## config.mk

```make
export PLATFORM = sky130hd
export DESIGN_NAME = mapper_mmc1_flat
export DESIGN_NICKNAME = d
export VERILOG_FILES = /design/src/rtl/mapper_mmc1_pkg.sv /design/src/rtl/mapper_mmc1_if.sv /design/src/rtl/mapper_mmc1_serial_port.sv /design/src/rtl/mapper_mmc1.sv /design/src/flat_wrapper.sv
export SDC_FILE = /design/constraint.sdc
export NUM_CORES = 1
export LEC_CHECK = 0
export CAP_MARGIN = 20
export CORE_MARGIN = 5
export CORE_UTILIZATION = 33
export DETAILED_ROUTE_END_ITERATION = 12
export HOLD_SLACK_MARGIN = 0.02
export PLACE_DENSITY = 0.83
export SETUP_SLACK_MARGIN = 0.3
export SYNTH_ARGS = -nofsm -noshare
export SYNTH_HDL_FRONTEND = slang
export SYNTH_SLANG_ARGS = --single-unit
```

## constraint.sdc

```tcl
create_clock -name clk -period 1.77 [get_ports clk]
set_input_delay 0.354 -clock clk [delete_from_list [all_inputs] [get_ports clk]]
set_output_delay 0.354 -clock clk [all_outputs]
set_load 0.01 [all_outputs]
```

## src/rtl/mapper_mmc1_pkg.sv

```systemverilog
// Shared constants and types for the MMC1 bank controller: nametable layout
// codes, serial-port register indices and PRG banking modes.
package mapper_mmc1_pkg;

    // Nametable layout codes driven to the cartridge/PPU nametable logic.
    localparam logic [2:0] NAMETABLE_LAYOUT_HORIZONTAL_MIRRORING = 3'd0;
    localparam logic [2:0] NAMETABLE_LAYOUT_VERTICAL_MIRRORING   = 3'd1;
    localparam logic [2:0] NAMETABLE_LAYOUT_SINGLE_SCREEN_LOWER  = 3'd2;
    localparam logic [2:0] NAMETABLE_LAYOUT_SINGLE_SCREEN_UPPER  = 3'd3;

    // Internal register selected by CPU address bits [14:13] of the fifth write.
    typedef enum logic [1:0] {
        REG_CONTROL   = 2'd0,
        REG_CHR_BANK0 = 2'd1,
        REG_CHR_BANK1 = 2'd2,
        REG_PRG_BANK  = 2'd3
    } mmc1_reg_e;

    // PRG banking mode held in control[3:2].
    typedef enum logic [1:0] {
        PRG_MODE_32K_0     = 2'd0,
        PRG_MODE_32K_1     = 2'd1,
        PRG_MODE_FIX_FIRST = 2'd2,
        PRG_MODE_FIX_LAST  = 2'd3
    } prg_mode_e;

    // Power-on control: PRG mode 3, 8 KiB CHR, one-screen lower.
    localparam logic [4:0] CONTROL_RESET = 5'b01100;

    // Maps control[1:0] mirroring bits to a nametable layout code.
    function automatic logic [2:0] layout_from_mirroring(input logic [1:0] mirroring);
        case (mirroring)
            2'd0:    return NAMETABLE_LAYOUT_SINGLE_SCREEN_LOWER;
            2'd1:    return NAMETABLE_LAYOUT_SINGLE_SCREEN_UPPER;
            2'd2:    return NAMETABLE_LAYOUT_VERTICAL_MIRRORING;
            default: return NAMETABLE_LAYOUT_HORIZONTAL_MIRRORING;
        endcase
    endfunction

endpackage

```

## src/rtl/mapper_mmc1_if.sv

```systemverilog
// Cartridge-side bus of the MMC1: CPU/PPU address and write inputs plus the
// translated memory addresses and nametable layout it produces.
interface mapper_mmc1_if;
    import mapper_mmc1_pkg::*;

    logic        cpu_cycle_en;
    logic        prg_rom_wr;
    logic [7:0]  cpu_data;
    logic [3:0]  prg_last_bank;
    logic [14:0] prg_rom_addr;
    logic [12:0] prg_ram_addr;
    logic [12:0] chr_mem_addr;

    logic [18:0] mmc1_prg_rom_addr;
    logic [14:0] mmc1_prg_ram_addr;
    logic        mmc1_prg_ram_en;
    logic [17:0] mmc1_chr_mem_addr;
    logic [2:0]  mmc1_nametable_layout;

    // Cartridge bus / CPU side.
    modport master (
        output cpu_cycle_en, prg_rom_wr, cpu_data, prg_last_bank,
               prg_rom_addr, prg_ram_addr, chr_mem_addr,
        input  mmc1_prg_rom_addr, mmc1_prg_ram_addr, mmc1_prg_ram_en,
               mmc1_chr_mem_addr, mmc1_nametable_layout
    );

    // Mapper side.
    modport slave (
        input  cpu_cycle_en, prg_rom_wr, cpu_data, prg_last_bank,
               prg_rom_addr, prg_ram_addr, chr_mem_addr,
        output mmc1_prg_rom_addr, mmc1_prg_ram_addr, mmc1_prg_ram_en,
               mmc1_chr_mem_addr, mmc1_nametable_layout
    );

endinterface

```

## src/rtl/mapper_mmc1_serial_port.sv

```systemverilog
// MMC1 5-bit serial load port: filters RMW double writes, shifts data bit 0
// in LSB-first and emits a one-clk commit (register + value) on the fifth
// write, or a reset strobe on any write with bit 7 set.
module mapper_mmc1_serial_port
    import mapper_mmc1_pkg::*;
(
    input  logic       clk,
    input  logic       rst_n,
    input  logic       cycle_en,
    input  logic       wr,
    input  logic       data_bit0,
    input  logic       data_bit7,
    input  logic [1:0] reg_sel,
    output logic       commit,
    output mmc1_reg_e  commit_reg,
    output logic [4:0] commit_value,
    output logic       reset_strobe
);

    logic       wr_prev;
    logic [3:0] shift;
    logic [2:0] count;
    logic       accept;

    // A write is taken only if the previous CPU cycle was not itself a write.
    assign accept = cycle_en & wr & ~wr_prev;

    // Strobes are valid during the accepting cycle so the top captures on the same edge.
    always_comb begin
        reset_strobe = accept & data_bit7;
        commit       = accept & ~data_bit7 & (count == 3'd4);
        commit_reg   = mmc1_reg_e'(reg_sel);
        commit_value = {data_bit0, shift};
    end

    // Shift state advances only on CPU cycle strobes; fifth write or bit 7 clears it.
    always_ff @(posedge clk or negedge rst_n) begin
        if (!rst_n) begin
            wr_prev <= 1'b0;
            shift   <= 4'd0;
            count   <= 3'd0;
        end else if (cycle_en) begin
            wr_prev <= wr;
            if (accept) begin
                if (data_bit7 || count == 3'd4) begin
                    shift <= 4'd0;
                    count <= 3'd0;
                end else begin
                    shift <= {data_bit0, shift[3:1]};
                    count <= count + 3'd1;
                end
            end
        end
    end

endmodule

```

## src/rtl/mapper_mmc1.sv

```systemverilog
// MMC1 bank controller: holds control/CHR/PRG bank registers loaded through
// the serial port and translates CPU/PPU addresses combinationally.
module mapper_mmc1
    import mapper_mmc1_pkg::*;
(
    input  logic          clk,
    input  logic          rst_n,
    mapper_mmc1_if.slave  bus
);

    logic       commit;
    mmc1_reg_e  commit_reg;
    logic [4:0] commit_value;
    logic       reset_strobe;

    logic [4:0] control;
    logic [4:0] chr_bank0;
    logic [4:0] chr_bank1;
    logic [4:0] prg_bank;

    prg_mode_e  prg_mode;
    logic [3:0] prg_bank_sel;
    logic       unused_data_bits;

    // Only data bits 0 and 7 have meaning on the serial port.
    assign unused_data_bits = ^bus.cpu_data[6:1];

    mapper_mmc1_serial_port u_serial_port (
        .clk          (clk),
        .rst_n        (rst_n),
        .cycle_en     (bus.cpu_cycle_en),
        .wr           (bus.prg_rom_wr),
        .data_bit0    (bus.cpu_data[0]),
        .data_bit7    (bus.cpu_data[7]),
        .reg_sel      (bus.prg_rom_addr[14:13]),
        .commit       (commit),
        .commit_reg   (commit_reg),
        .commit_value (commit_value),
        .reset_strobe (reset_strobe)
    );

    // Bank registers: loaded on commit; a bit-7 reset forces PRG mode 3 only.
    always_ff @(posedge clk or negedge rst_n) begin
        if (!rst_n) begin
            control   <= CONTROL_RESET;
            chr_bank0 <= 5'd0;
            chr_bank1 <= 5'd0;
            prg_bank  <= 5'd0;
        end else if (reset_strobe) begin
            control[3:2] <= 2'b11;
        end else if (commit) begin
            case (commit_reg)
                REG_CONTROL:   control   <= commit_value;
                REG_CHR_BANK0: chr_bank0 <= commit_value;
                REG_CHR_BANK1: chr_bank1 <= commit_value;
                default:       prg_bank  <= commit_value;
            endcase
        end
    end

    // Zero-latency address translation from the current register contents.
    always_comb begin
        prg_mode = prg_mode_e'(control[3:2]);
        case (prg_mode)
            PRG_MODE_FIX_FIRST:
                prg_bank_sel = bus.prg_rom_addr[14] ? prg_bank[3:0] : 4'd0;
            PRG_MODE_FIX_LAST:
                prg_bank_sel = bus.prg_rom_addr[14] ? bus.prg_last_bank : prg_bank[3:0];
            default:
                prg_bank_sel = {prg_bank[3:1], bus.prg_rom_addr[14]};
        endcase
        bus.mmc1_prg_rom_addr = {1'b0, prg_bank_sel, bus.prg_rom_addr[13:0]};

        bus.mmc1_prg_ram_addr = {2'b00, bus.prg_ram_addr};
        bus.mmc1_prg_ram_en   = ~prg_bank[4];

        if (control[4])
            bus.mmc1_chr_mem_addr = {1'b0, (bus.chr_mem_addr[12] ? chr_bank1 : chr_bank0),
                                     bus.chr_mem_addr[11:0]};
        else
            bus.mmc1_chr_mem_addr = {1'b0, chr_bank0[4:1], bus.chr_mem_addr[12:0]};

        bus.mmc1_nametable_layout = layout_from_mirroring(control[1:0]);
    end

endmodule

```

## src/flat_wrapper.sv

```systemverilog
// flat-port wrapper written by rule: the top's interface ports become plain ports
module mapper_mmc1_flat import mapper_mmc1_pkg::*;
  (clk, rst_n, bus_cpu_cycle_en, bus_prg_rom_wr, bus_cpu_data, bus_prg_last_bank, bus_prg_rom_addr, bus_prg_ram_addr, bus_chr_mem_addr, bus_mmc1_prg_rom_addr, bus_mmc1_prg_ram_addr, bus_mmc1_prg_ram_en, bus_mmc1_chr_mem_addr, bus_mmc1_nametable_layout);
  mapper_mmc1_if bus_i ();
  input  logic clk;
  input  logic rst_n;
  input wire logic [$bits(bus_i.cpu_cycle_en)-1:0] bus_cpu_cycle_en;
  input wire logic [$bits(bus_i.prg_rom_wr)-1:0] bus_prg_rom_wr;
  input wire logic [$bits(bus_i.cpu_data)-1:0] bus_cpu_data;
  input wire logic [$bits(bus_i.prg_last_bank)-1:0] bus_prg_last_bank;
  input wire logic [$bits(bus_i.prg_rom_addr)-1:0] bus_prg_rom_addr;
  input wire logic [$bits(bus_i.prg_ram_addr)-1:0] bus_prg_ram_addr;
  input wire logic [$bits(bus_i.chr_mem_addr)-1:0] bus_chr_mem_addr;
  output wire logic [$bits(bus_i.mmc1_prg_rom_addr)-1:0] bus_mmc1_prg_rom_addr;
  output wire logic [$bits(bus_i.mmc1_prg_ram_addr)-1:0] bus_mmc1_prg_ram_addr;
  output wire logic [$bits(bus_i.mmc1_prg_ram_en)-1:0] bus_mmc1_prg_ram_en;
  output wire logic [$bits(bus_i.mmc1_chr_mem_addr)-1:0] bus_mmc1_chr_mem_addr;
  output wire logic [$bits(bus_i.mmc1_nametable_layout)-1:0] bus_mmc1_nametable_layout;
  assign bus_i.cpu_cycle_en = bus_cpu_cycle_en;
  assign bus_i.prg_rom_wr = bus_prg_rom_wr;
  assign bus_i.cpu_data = bus_cpu_data;
  assign bus_i.prg_last_bank = bus_prg_last_bank;
  assign bus_i.prg_rom_addr = bus_prg_rom_addr;
  assign bus_i.prg_ram_addr = bus_prg_ram_addr;
  assign bus_i.chr_mem_addr = bus_chr_mem_addr;
  assign bus_mmc1_prg_rom_addr = bus_i.mmc1_prg_rom_addr;
  assign bus_mmc1_prg_ram_addr = bus_i.mmc1_prg_ram_addr;
  assign bus_mmc1_prg_ram_en = bus_i.mmc1_prg_ram_en;
  assign bus_mmc1_chr_mem_addr = bus_i.mmc1_chr_mem_addr;
  assign bus_mmc1_nametable_layout = bus_i.mmc1_nametable_layout;
  mapper_mmc1 u_core (.clk(clk), .rst_n(rst_n), .bus(bus_i));
endmodule
```

==> results of run 1 <==
## final cells by class
class                   count  share of cell area, %
repair buffers             54                   21.2
clock buffers               3                   1.89
flip-flops and latches     28                   32.3
inverters                  13                   2.24
well taps                  70                   4.02
multi-input cells          75                   37.0
clock inverters             1                   1.38
## flip-flops by register name, indices dropped and copies added, names as in the netlist
name	flops
u_core.chr_bank0	5
u_core.chr_bank1	5
u_core.control	5
u_core.prg_bank	5
u_core.u_serial_port.shift	4
u_core.u_serial_port.count	3
u_core.u_serial_port.wr_prev	1
## stage by stage
| stage | instance area [um2] | total power, mW | setup slack, ps |
|---|---|---|---|
| final | 2180 | 1.77 | 36.7 |
| after global routing | 2180 | 1.85 | -35.2 |
| after CTS | 2080 | 1.71 | 34.9 |
| after detailed placement | 1900 | 1.19 | -422 |
| after global placement | 1900 | 1.16 | -412 |
| after floorplan | 1780 | 1.08 | 123 |
## power by group
part	switching, mW	internal (mW)	total (mW)
Combinational	0.203	0.268	0.471
Sequential	0.0691	0.714	0.783
Clock	0.215	0.303	0.518
Total	0.487	1.29	1.77
## layer usage
| layer | vias to the layer above | part of all wire (%) | GRT usage [%] |
|---|---|---|---|
| met5 | - | 0 | 0 |
| met4 | 0 | 1.8 | 5.15 |
| met3 | 9 | 6.9 | 2.93 |
| met2 | 39 | 48 | 17.9 |
| met1 | 572 | 44 | 13.3 |
| li1 | 521 | - | - |
## cells in the mapped netlist, drive strengths merged
| library cell | instances |
|---|---|
| buf | 45 |
| dfrtp | 26 |
| mux2 | 22 |
| inv | 13 |
| a22o | 9 |
| o21ai | 6 |
| ha | 4 |
| mux2i | 4 |
| nand2 | 4 |
| nand3 | 3 |
| nor2 | 3 |
| clkbuf | 2 |
| dfstp | 2 |
| nor4b | 2 |
| a211o | 1 |
| a21oi | 1 |
| a31oi | 1 |
| and2 | 1 |
| and4 | 1 |
| and4b | 1 |
| conb | 1 |
| nand3b | 1 |
| nand4 | 1 |
| nand4bb | 1 |
| nor4 | 1 |
| nor4bb | 1 |
| or2 | 1 |
| or4 | 1 |
## cell usage in the layout (no fill, tap or decap), types with 2 or more instances in the layout
master / instances
dfrtp_1: 26
buf_4: 21
mux2_4: 19
buf_6: 13
inv_1: 9
a22o_1: 9
buf_2: 7
clkdlybuf4s50_1: 7
dlygate4sd2_1: 6
conb_1: 5
inv_2: 4
mux2i_1: 4
o21ai_2: 3
nor2_1: 3
mux2_2: 3
ha_4: 3
clkbuf_8: 3
nand3_2: 2
o21ai_1: 2
nand2_1: 2
nor4b_1: 2
dfstp_2: 2
## kinds of logic (layout without fill, tap and decap cells)
family,Yosys count,after routing,share of synthesized area (%)
mux,26,26,17.4
buf+inv,60,71,22.7
fa+ha+maj,4,4,2.91
other cells,1,5,0.218
flops,28,28,40.8
compound gates,18,18,7.49
simple gates,22,22,8.43
## how the worst max path moves through the flow
stage                                       from                         to  slack, ps  cells after the start
global placement            bus_prg_rom_addr[14]  bus_mmc1_prg_rom_addr[15]       -410                      6
CTS                            u_core.control[3]  bus_mmc1_prg_rom_addr[15]         30                      4
floorplan           u_core.u_serial_port.wr_prev          u_core.control[0]        120                      4
finish                         u_core.control[3]  bus_mmc1_prg_rom_addr[15]         40                      5
global route                   u_core.control[3]  bus_mmc1_prg_rom_addr[16]        -40                      4
detailed placement          bus_prg_rom_addr[14]  bus_mmc1_prg_rom_addr[17]       -420                      6
## repair_timing
item	in CTS	in global routing
resized for setup	85	21
gates cloned	1	0
setup endpoints to repair	33	31
endpoints found under the hold margin	0	0
pin swaps	12	6
buffers inserted	5	4
==> metrics, run 1 <==
grt ovf=0; CTS tree=done; share of layout cells above drive strength 1=around half; Layout fillers=slightly above 500; cell taking the most area after synthesis=dfrtp_1; DIE AREA=slightly below 7000 um2; Yosys reg bits=28; cell area after synthesis=around 1700 um2; Peak VDD IR=between 0.3 and 0.4 mV; initial core utilization=33.9%; Yosys top cell area share=37.8%; fin crit share=between 90 and 100%; synth unique cells=31; Tightest Hold Check Type=input pin to asynchronous set/reset pin; setup_tns=0 ps; DR iter-0 viols=19; status=finished, final reports clean; Post-DP HPWL=about 2300 um; antenna-violating nets left=0; row count=26; vias per std cell=roughly 4.7; Mapped Cells=roughly 160; crit path launch type=register; CTS clk-pin slew, worst paths=100 ps; number of diodes=0; vias in the first global route=~1,200; pwr/cell area=just over 800 nW/um2; Syn-to-layout area delta=26.6%; I/O pin total=around 110; Mean Syn Cell Area=~11 um2; top post-synthesis cells by area=dfrtp_1 (38%), buf_4 (19%), mux2_2 (12%); Setup Skew=just under 5 ps; worst reg2reg path depth=3; Worst Path Required=about 1400 ps; crit path DAT=1380 ps; # port buffers=25; Max Clk Rate=between 0.5 and 0.6 GHz; area of the multi-input gates=approximately 810 um2; time the worst path needs with I/O delays and setup=1730 ps; GPL Wtd Cong=between 0.7 and 0.8; Longest Clk Path Bufs=2; WS Path Type=register to primary output; dpl cells=230; Inserted Clock Buffers=3; Seq. cell area=between 700 and 800 um2; total wire length=3560 um; leakage power=approximately 1.1 nW; Worst R2R Start=u_core.u_serial_port.wr_prev; Final Slew Violations=0; total track usage=10.9%; Yosys warnings=0; Max Cap Viol=0; final cell count without fillers=244; initial antenna violation count=0; H-tree levels=1; height of the die=between 80 and 90 um; final setup vio count=0; hold-fix buffers at CTS=0; die width=a little over 80 um; routed len/inst=around 15 um; unrepaired setup endpoints after global routing=yes; Critical Path End Type=primary output; Critical Path Fanout Max=4; crit path buf inv count=2; CP top delay family=flip-flops; final hold vios=0; R2R Setup Slk=roughly 110 ps; first-pass GRT wire length=roughly 5700 um; CP Cell Sequence=buf_6, nand3_1, o21ai_0, a22o_1, buf_2; Core Region=slightly above 5000 um2; sequential area share after synthesis=between 40 and 50%; largest stage delay on the critical path=just under 600 ps; fin nets=roughly 240; residual DRC count=0; root buf cell=clkbuf_8; DR vias=1,141; hold_ws=433 ps; # clock sinks=28; maximum number of pins on one net before global-route repair=29; Final Util=42.9%; worst-skew pair later-pin latency=about 280 ps; Slowest-stage cell, CP=dfstp_2; R2R Path End=u_core.control[4]; DRT Pass-1 Iters=4
No activity file was read; power rests on OpenSTA's default activity.
==> run 2: changes to the inputs <==
--- a/config.mk
+++ b/config.mk
@@ -6,8 +6,8 @@
 export NUM_CORES = 1
 export LEC_CHECK = 0
 export CAP_MARGIN = 20
-export CORE_MARGIN = 5
 export CORE_UTILIZATION = 33
+export CTS_BUF_LIST = sky130_fd_sc_hd__clkbuf_16
 export DETAILED_ROUTE_END_ITERATION = 12
 export HOLD_SLACK_MARGIN = 0.02
 export PLACE_DENSITY = 0.83
==> run 2 against run 1 <==
Effect of this change: die area shrank 19%; maximum frequency shrank 0.39%; sequential share of layout area shrank 0.76 points; worst setup slack lost 6.8 ps; highest routed layer unchanged; flip-flop and latch count is the same; largest power group unchanged.
==> metrics, run 2 (synthesis results as in run 1) <==
status=finished, final reports clean; # port buffers=25 (unchanged); Longest Clk Path Bufs=2 (unchanged); unrepaired setup endpoints after global routing=yes; Final Power=1.96 mW (+10%); R2R Path End=u_core.control[1]; CTS clk-pin slew, worst paths=70 ps (-30 ps); Critical Path End Type=primary output; Placement Cell Area=1900 um2 (+0.20%); Clock power frac=33.9% (+4.7 points); routed len/inst=13.9 um (-4.6%); worst-skew pair later-pin latency=260 ps (-20 ps); leakage power=1.11 nW (+3.0%); root buf cell=clkbuf_16; final hold vios=0 (unchanged); Inserted Clock Buffers=3 (unchanged); row count=25 (-3.8%); vias per std cell=4.64 (-0.70%); Critical Path Fanout Max=6 (+2); H-tree levels=1 (unchanged); CTS tree=done; fin nets=239 (+1.3%); total wire length=3400 um (-4.6%); fin crit share=98.3% (+0.38 points); most common cell after layout, fill and taps aside=dfrtp_1; grt ovf=0 (unchanged); Syn-to-layout area delta=29.7%; crit path DAT=1390 ps (about the same); dpl cells=228 (-0.87%); commonest non-fill, non-tap cells in the layout=dfrtp_1 (26), buf_4 (21), mux2_4 (19); final setup vio count=0 (unchanged); GPL Wtd Cong=0.722 (-4.3%); Worst Path Required=1420 ps (about the same); final cell count without fillers=244 (unchanged); antenna-violating nets left=0 (unchanged); maximum number of pins on one net before global-route repair=29 (unchanged); post-route setup slack=29.9 ps (-6.79 ps); pwr/cell area=877 nW/um2 (+7.9%); initial antenna violation count=0 (unchanged); die width=74.2 um (-9.7%); # clock sinks=28 (unchanged); first-pass GRT wire length=5410 um (-4.5%); DR iter-0 viols=41 (+22); WS Path Type=register to primary output; Max Cap Viol=0 (unchanged); Flop pwr share=40.3% (-3.9 points); pre-CTS setup slack=-417 ps (+5.09 ps); design area=2230 um2 (+2.4%); switching fraction of total power=25.3% (-2.2 points); R2R Setup Slk=70 ps (-40 ps); I/O pin total=113 (unchanged); Setup Skew=3.73 ps (-1.13 ps); Max Clk Rate=0.575 GHz (-0.39%); P_sw=0.496 mW (+1.7%); number of diodes=0 (unchanged); DR vias=1,133 (-0.70%); Final Slew Violations=0 (unchanged); initial core utilization=35.3% (+1.4 points); Tightest Hold Check Type=input pin to asynchronous set/reset pin; total track usage=13.2% (+2.2 points); DRT Pass-1 Iters=4 (unchanged); share of layout cells above drive strength 1=50.3% (-0.87 points); Power Internal=1.46 mW (+14%); hold-fix buffers at CTS=0 (unchanged); residual DRC count=0 (unchanged); Peak VDD IR=0.497 mV (+49%); vias in the first global route=1,101 (-6.7%); worst reg2reg path depth=5 (+2); time the worst path needs with I/O delays and setup=1740 ps (+6.79 ps); Post-DP HPWL=2230 um (-4.7%); height of the die=74.2 um (-9.7%); Worst R2R Start=u_core.u_serial_port.count[1]; Core Region=4880 um2 (-3.8%); crit path launch type=register; DIE AREA=5510 um2 (-19%); Gate power share=25.8% (-0.8 points)
[run 2: how the worst max path moves through the flow]
stage                                     end  cells after the start                         start
global placement    bus_mmc1_prg_rom_addr[15]                      6          bus_prg_rom_addr[14]
global route        bus_mmc1_prg_rom_addr[17]                      5             u_core.control[3]
finish              bus_mmc1_prg_rom_addr[16]                      4             u_core.control[3]
detailed placement  bus_mmc1_prg_rom_addr[16]                      6          bus_prg_rom_addr[14]
CTS                 bus_mmc1_prg_rom_addr[16]                      4             u_core.control[3]
floorplan                   u_core.control[0]                      4  u_core.u_serial_port.wr_prev
[run 2: metrics by stage]
| step | setup TNS (ps) | hold slack (ps) | util [%] |
|---|---|---|---|
| floorplan | 0 | 58.4 | - |
| global placement | -9320 | 484 | 39.0 |
| detailed placement | -9710 | 491 | 39.0 |
| CTS | 0 | 473 | 43.9 |
| global route | -97.9 | 513 | 45.7 |
| finish | 0 | 466 | 45.7 |
[run 2: per-layer routing]
layer	global-route usage (%)	routed length, um
met5	0	0
met4	3.77	57
met3	3.79	174
met2	20.9	1620
met1	17.5	1550
[run 2: power by group through the flow]
stage	combinational (mW)	sequential, mW	clock [mW]
final	0.506	0.789	0.663
after detailed placement	0.402	0.785	0
after global placement	0.386	0.781	0
after global routing	0.545	0.799	0.713
after floorplan	0.310	0.774	0
after CTS	0.419	0.777	0.677
[run 2: critical path: stages, from the launching register on]
cell	delay, ps
dfstp_2	600
o21ai_2	60
buf_4	140
a22o_1	190
buf_2	130
[run 2: area by class of cell]
class	instances	area [um2]
fillers	468	2650
multi-input cells	75	791
flip-flops and latches	28	703
repair buffers	57	500
well taps	67	83.8
clock buffers	3	75.1
inverters	13	48.8
clock inverters	1	30.0
[run 2: timing repair]
item / CTS / global route
setup endpoints to repair: 34 / 31
gates cloned: 1 / 0
pin swaps: 10 / 9
setup buffers: 7 / 4
gates resized for setup: 90 / 16
==> run 3: changes to the inputs <==
--- a/config.mk
+++ b/config.mk
@@ -5,13 +5,16 @@
 export SDC_FILE = /design/constraint.sdc
 export NUM_CORES = 1
 export LEC_CHECK = 0
+export ABC_CLOCK_PERIOD_IN_PS = 1770
 export CAP_MARGIN = 20
+export CORE_MARGIN = 2
 export CORE_UTILIZATION = 33
 export CTS_BUF_LIST = sky130_fd_sc_hd__clkbuf_16
 export DETAILED_ROUTE_END_ITERATION = 12
 export HOLD_SLACK_MARGIN = 0.02
-export PLACE_DENSITY = 0.83
+export PLACE_DENSITY = 0.82
 export SETUP_SLACK_MARGIN = 0.3
 export SYNTH_ARGS = -nofsm -noshare
 export SYNTH_HDL_FRONTEND = slang
+export SYNTH_HIERARCHICAL = 1
 export SYNTH_SLANG_ARGS = --single-unit
==> run 3 against run 2 <==
Effect of this change: non-clock buffer count is 1 lower; critical endpoint is now u_core/control[4]; flip-flop and latch count stayed put; sequential power is 2% higher; routed wire length is 2.9% lower; clock skew is 1.6 ps lower; critical path depth is 3 higher; die area is 9.2% higher; critical path type is now register to register; maximum frequency is 5.5% higher; largest power group unchanged; largest cell class unchanged.
==> metrics, run 3 <==
pre-CTS setup slack=-509 ps (-92.2 ps); Critical Path Fanout Max=3 (-3); H-tree levels=1 (unchanged); Core Region=5170 um2 (+6.0%); largest family of logic cells by synthesized area=buffers and inverters; top-count cell post-synth=buf_4; met2 wire len=1630 um (+1.1%); routed len/inst=13.5 um (-2.9%); area share of xor/xnor cells in the synthesized design=0% (unchanged); initial core utilization=34.5% (-0.76 points); Synth Area in Adders=2.80% (-0.10 points); Mean Syn Cell Area=11.2 um2 (+3.7%); share of layout cells above drive strength 1=59.2% (+8.9 points); post-route setup slack=120 ps (+90.0 ps); post-synthesis compound-gate area fraction=9.46% (+2.0 points); fin nets=236 (-1.3%); crit path buf inv count=2 (unchanged); Post-DP HPWL=2230 um (about the same); WS Path Type=register to register; number of diodes=0 (unchanged); Final Slew Violations=0 (unchanged); Max Cap Viol=0 (unchanged); final setup vio count=0 (unchanged); mux contribution to synthesized area=14.1% (-3.3 points); pwr/cell area=935 nW/um2 (+6.5%); DRT Pass-1 Iters=4 (unchanged); height of the die=77.6 um (+4.5%); final cell count without fillers=244 (unchanged); cell taking the most area after synthesis=dfrtp_1; top sig layer=met4; row count=26 (+4.0%); root buf cell=clkbuf_16; crit path launch type=register; Tightest Hold Check Type=input pin to asynchronous set/reset pin; CP Cell Sequence=inv_2, ha_4, nand2_4, nor3_4, buf_6, nor4b_4, mux2_4; first-pass GRT wire length=5400 um (-0.26%); Placement Cell Area=1900 um2 (about the same); largest stage delay on the critical path=380 ps (-220 ps); grt ovf=0 (unchanged); die width=77.6 um (+4.5%); commonest non-fill, non-tap cells in the layout=buf_4 (28), dfrtp_1 (26), mux2_4 (11); DR vias=1,124 (-0.79%); crit path DAT=1800 ps (+410 ps); most common cell after layout, fill and taps aside=buf_4; antenna-violating nets left=0 (unchanged); design area=2210 um2 (-1.1%); sequential area share after synthesis=39.4% (-1.5 points); fin crit share=93.2% (-5.1 points); Final Util=42.7% (-3.0 points); WL met1=1390 um (-11%); Worst Path Required=1920 ps (+500 ps); synth unique cells=30 (-3.2%); Mapped Cells=159 (unchanged); vias per std cell=4.61 (-0.79%); I/O pin total=113 (unchanged); Async S/R FF share, synth=100% (unchanged); final hold vios=0 (unchanged); time the worst path needs with I/O delays and setup=1650 ps (-90.0 ps); Yosys reg bits=28 (unchanged); Peak VDD IR=0.577 mV (+16%); Syn-to-layout area delta=23.7%; total wire length=3300 um (-2.9%); DIE AREA=6010 um2 (+9.2%); GPL Wtd Cong=0.769 (+6.5%); CTS clk-pin slew, worst paths=60 ps (about the same); Primary FF master, synth=dfrtp_1; Longest Clk Path Bufs=2 (unchanged); Slowest-stage cell, CP=dfrtp_1; # port buffers=25 (unchanged); DR iter-0 viols=41 (unchanged); dpl cells=225 (-1.3%); EDFF count, synth=0 (unchanged); initial antenna violation count=0 (unchanged); Yosys warnings=6 (+6); post-synthesis simple-gate area fraction=10.9% (+2.5 points); CTS tree=done; top post-synthesis cells by area=dfrtp_1 (36%), buf_4 (20%), mux2_2 (11%); residual DRC count=0 (unchanged); Synth top cells by count=buf_4 (47), dfrtp_1 (26), mux2_2 (17); status=finished, final reports clean; Setup Skew=2.12 ps (-1.62 ps); unrepaired setup endpoints after global routing=yes; Yosys top cell area share=36.4% (-1.4 points); maximum number of pins on one net before global-route repair=29 (unchanged); Inserted Clock Buffers=3 (unchanged); total track usage=11.1% (-2.0 points); CP top delay family=simple AND/OR/NAND/NOR gates; worst-skew pair later-pin latency=260 ps (about the same); vias in the first global route=1,132 (+2.8%); # clock sinks=28 (unchanged); Max Clk Rate=0.606 GHz (+5.5%); leakage power=1.08 nW (-2.6%); DR WL met3=247 um (+42%); Critical Path End Type=register; cell area after synthesis=1790 um2 (+3.7%)
run 3: cells by family after synthesis:
kind of cell / count (synthesis)
compound gates: 25
fa+ha+maj: 4
buf+inv: 59
flops: 28
mux: 21
other cells: 1
simple gates: 21
run 3: final cells by class:
cell class | count | area, um2
fillers | 485 | 2960
flip-flops and latches | 28 | 703
clock inverters | 1 | 30.0
clock buffers | 3 | 75.1
multi-input cells | 76 | 802
repair buffers | 56 | 473
inverters | 10 | 37.5
well taps | 70 | 87.6
run 3: path summary, 6_finish.rpt:
check                                              startpoint             endpoint  slack [ps]  depth (start not counted)
worst min-delay path                                    rst_n  u_core/chr_bank1[1]         460                          2
max in group asynchronous                               rst_n    u_core/control[2]        1000                          2
min in group clk                          u_core/chr_bank0[4]  u_core/chr_bank0[4]         520                          1
worst min register to register            u_core/chr_bank0[4]  u_core/chr_bank0[4]         520                          1
worst max-delay path            u_core/u_serial_port/count[0]    u_core/control[4]         120                          7
worst max register to register  u_core/u_serial_port/count[0]    u_core/control[4]         120                          7
run 3: power breakdown:
| group | switching, mW | total [mW] | internal, mW |
|---|---|---|---|
| Clock | 0.208 | 0.658 | 0.450 |
| Sequential | 0.0807 | 0.802 | 0.721 |
| Combinational | 0.233 | 0.605 | 0.372 |
run 3: per-stage QoR:
step           TNS [ps]  hold slack [ps]  power (mW)
3_5_place_dp      -8390              498        1.20
2_1_floorplan         0             58.4        1.11
5_1_grt               0              505        2.16
6_report              0              460        2.06
4_1_cts               0              475        2.02
3_3_place_gp      -7850              484        1.18
run 3: repair_timing:
item	CTS	global route
pin swaps	10	7
hold buffers	0	0
gates resized for setup	90	11
buffers inserted	13	2
endpoints found under the setup margin	39	31
endpoints found under the hold margin	0	0
run 3: worst register-to-register path: stages (launching register included):
cell	delay, ps
dfrtp_1	380
inv_2	80
ha_4	150
nand2_4	50
nor3_4	140
buf_6	120
nor4b_4	270
mux2_4	330
run 3: layer usage:
metal | track usage, % | vias to the layer above
li1 | - | 526
met1 | 14.2 | 540
met2 | 17.7 | 49
met3 | 3.72 | 9
met4 | 3.75 | 0
met5 | 0 | -
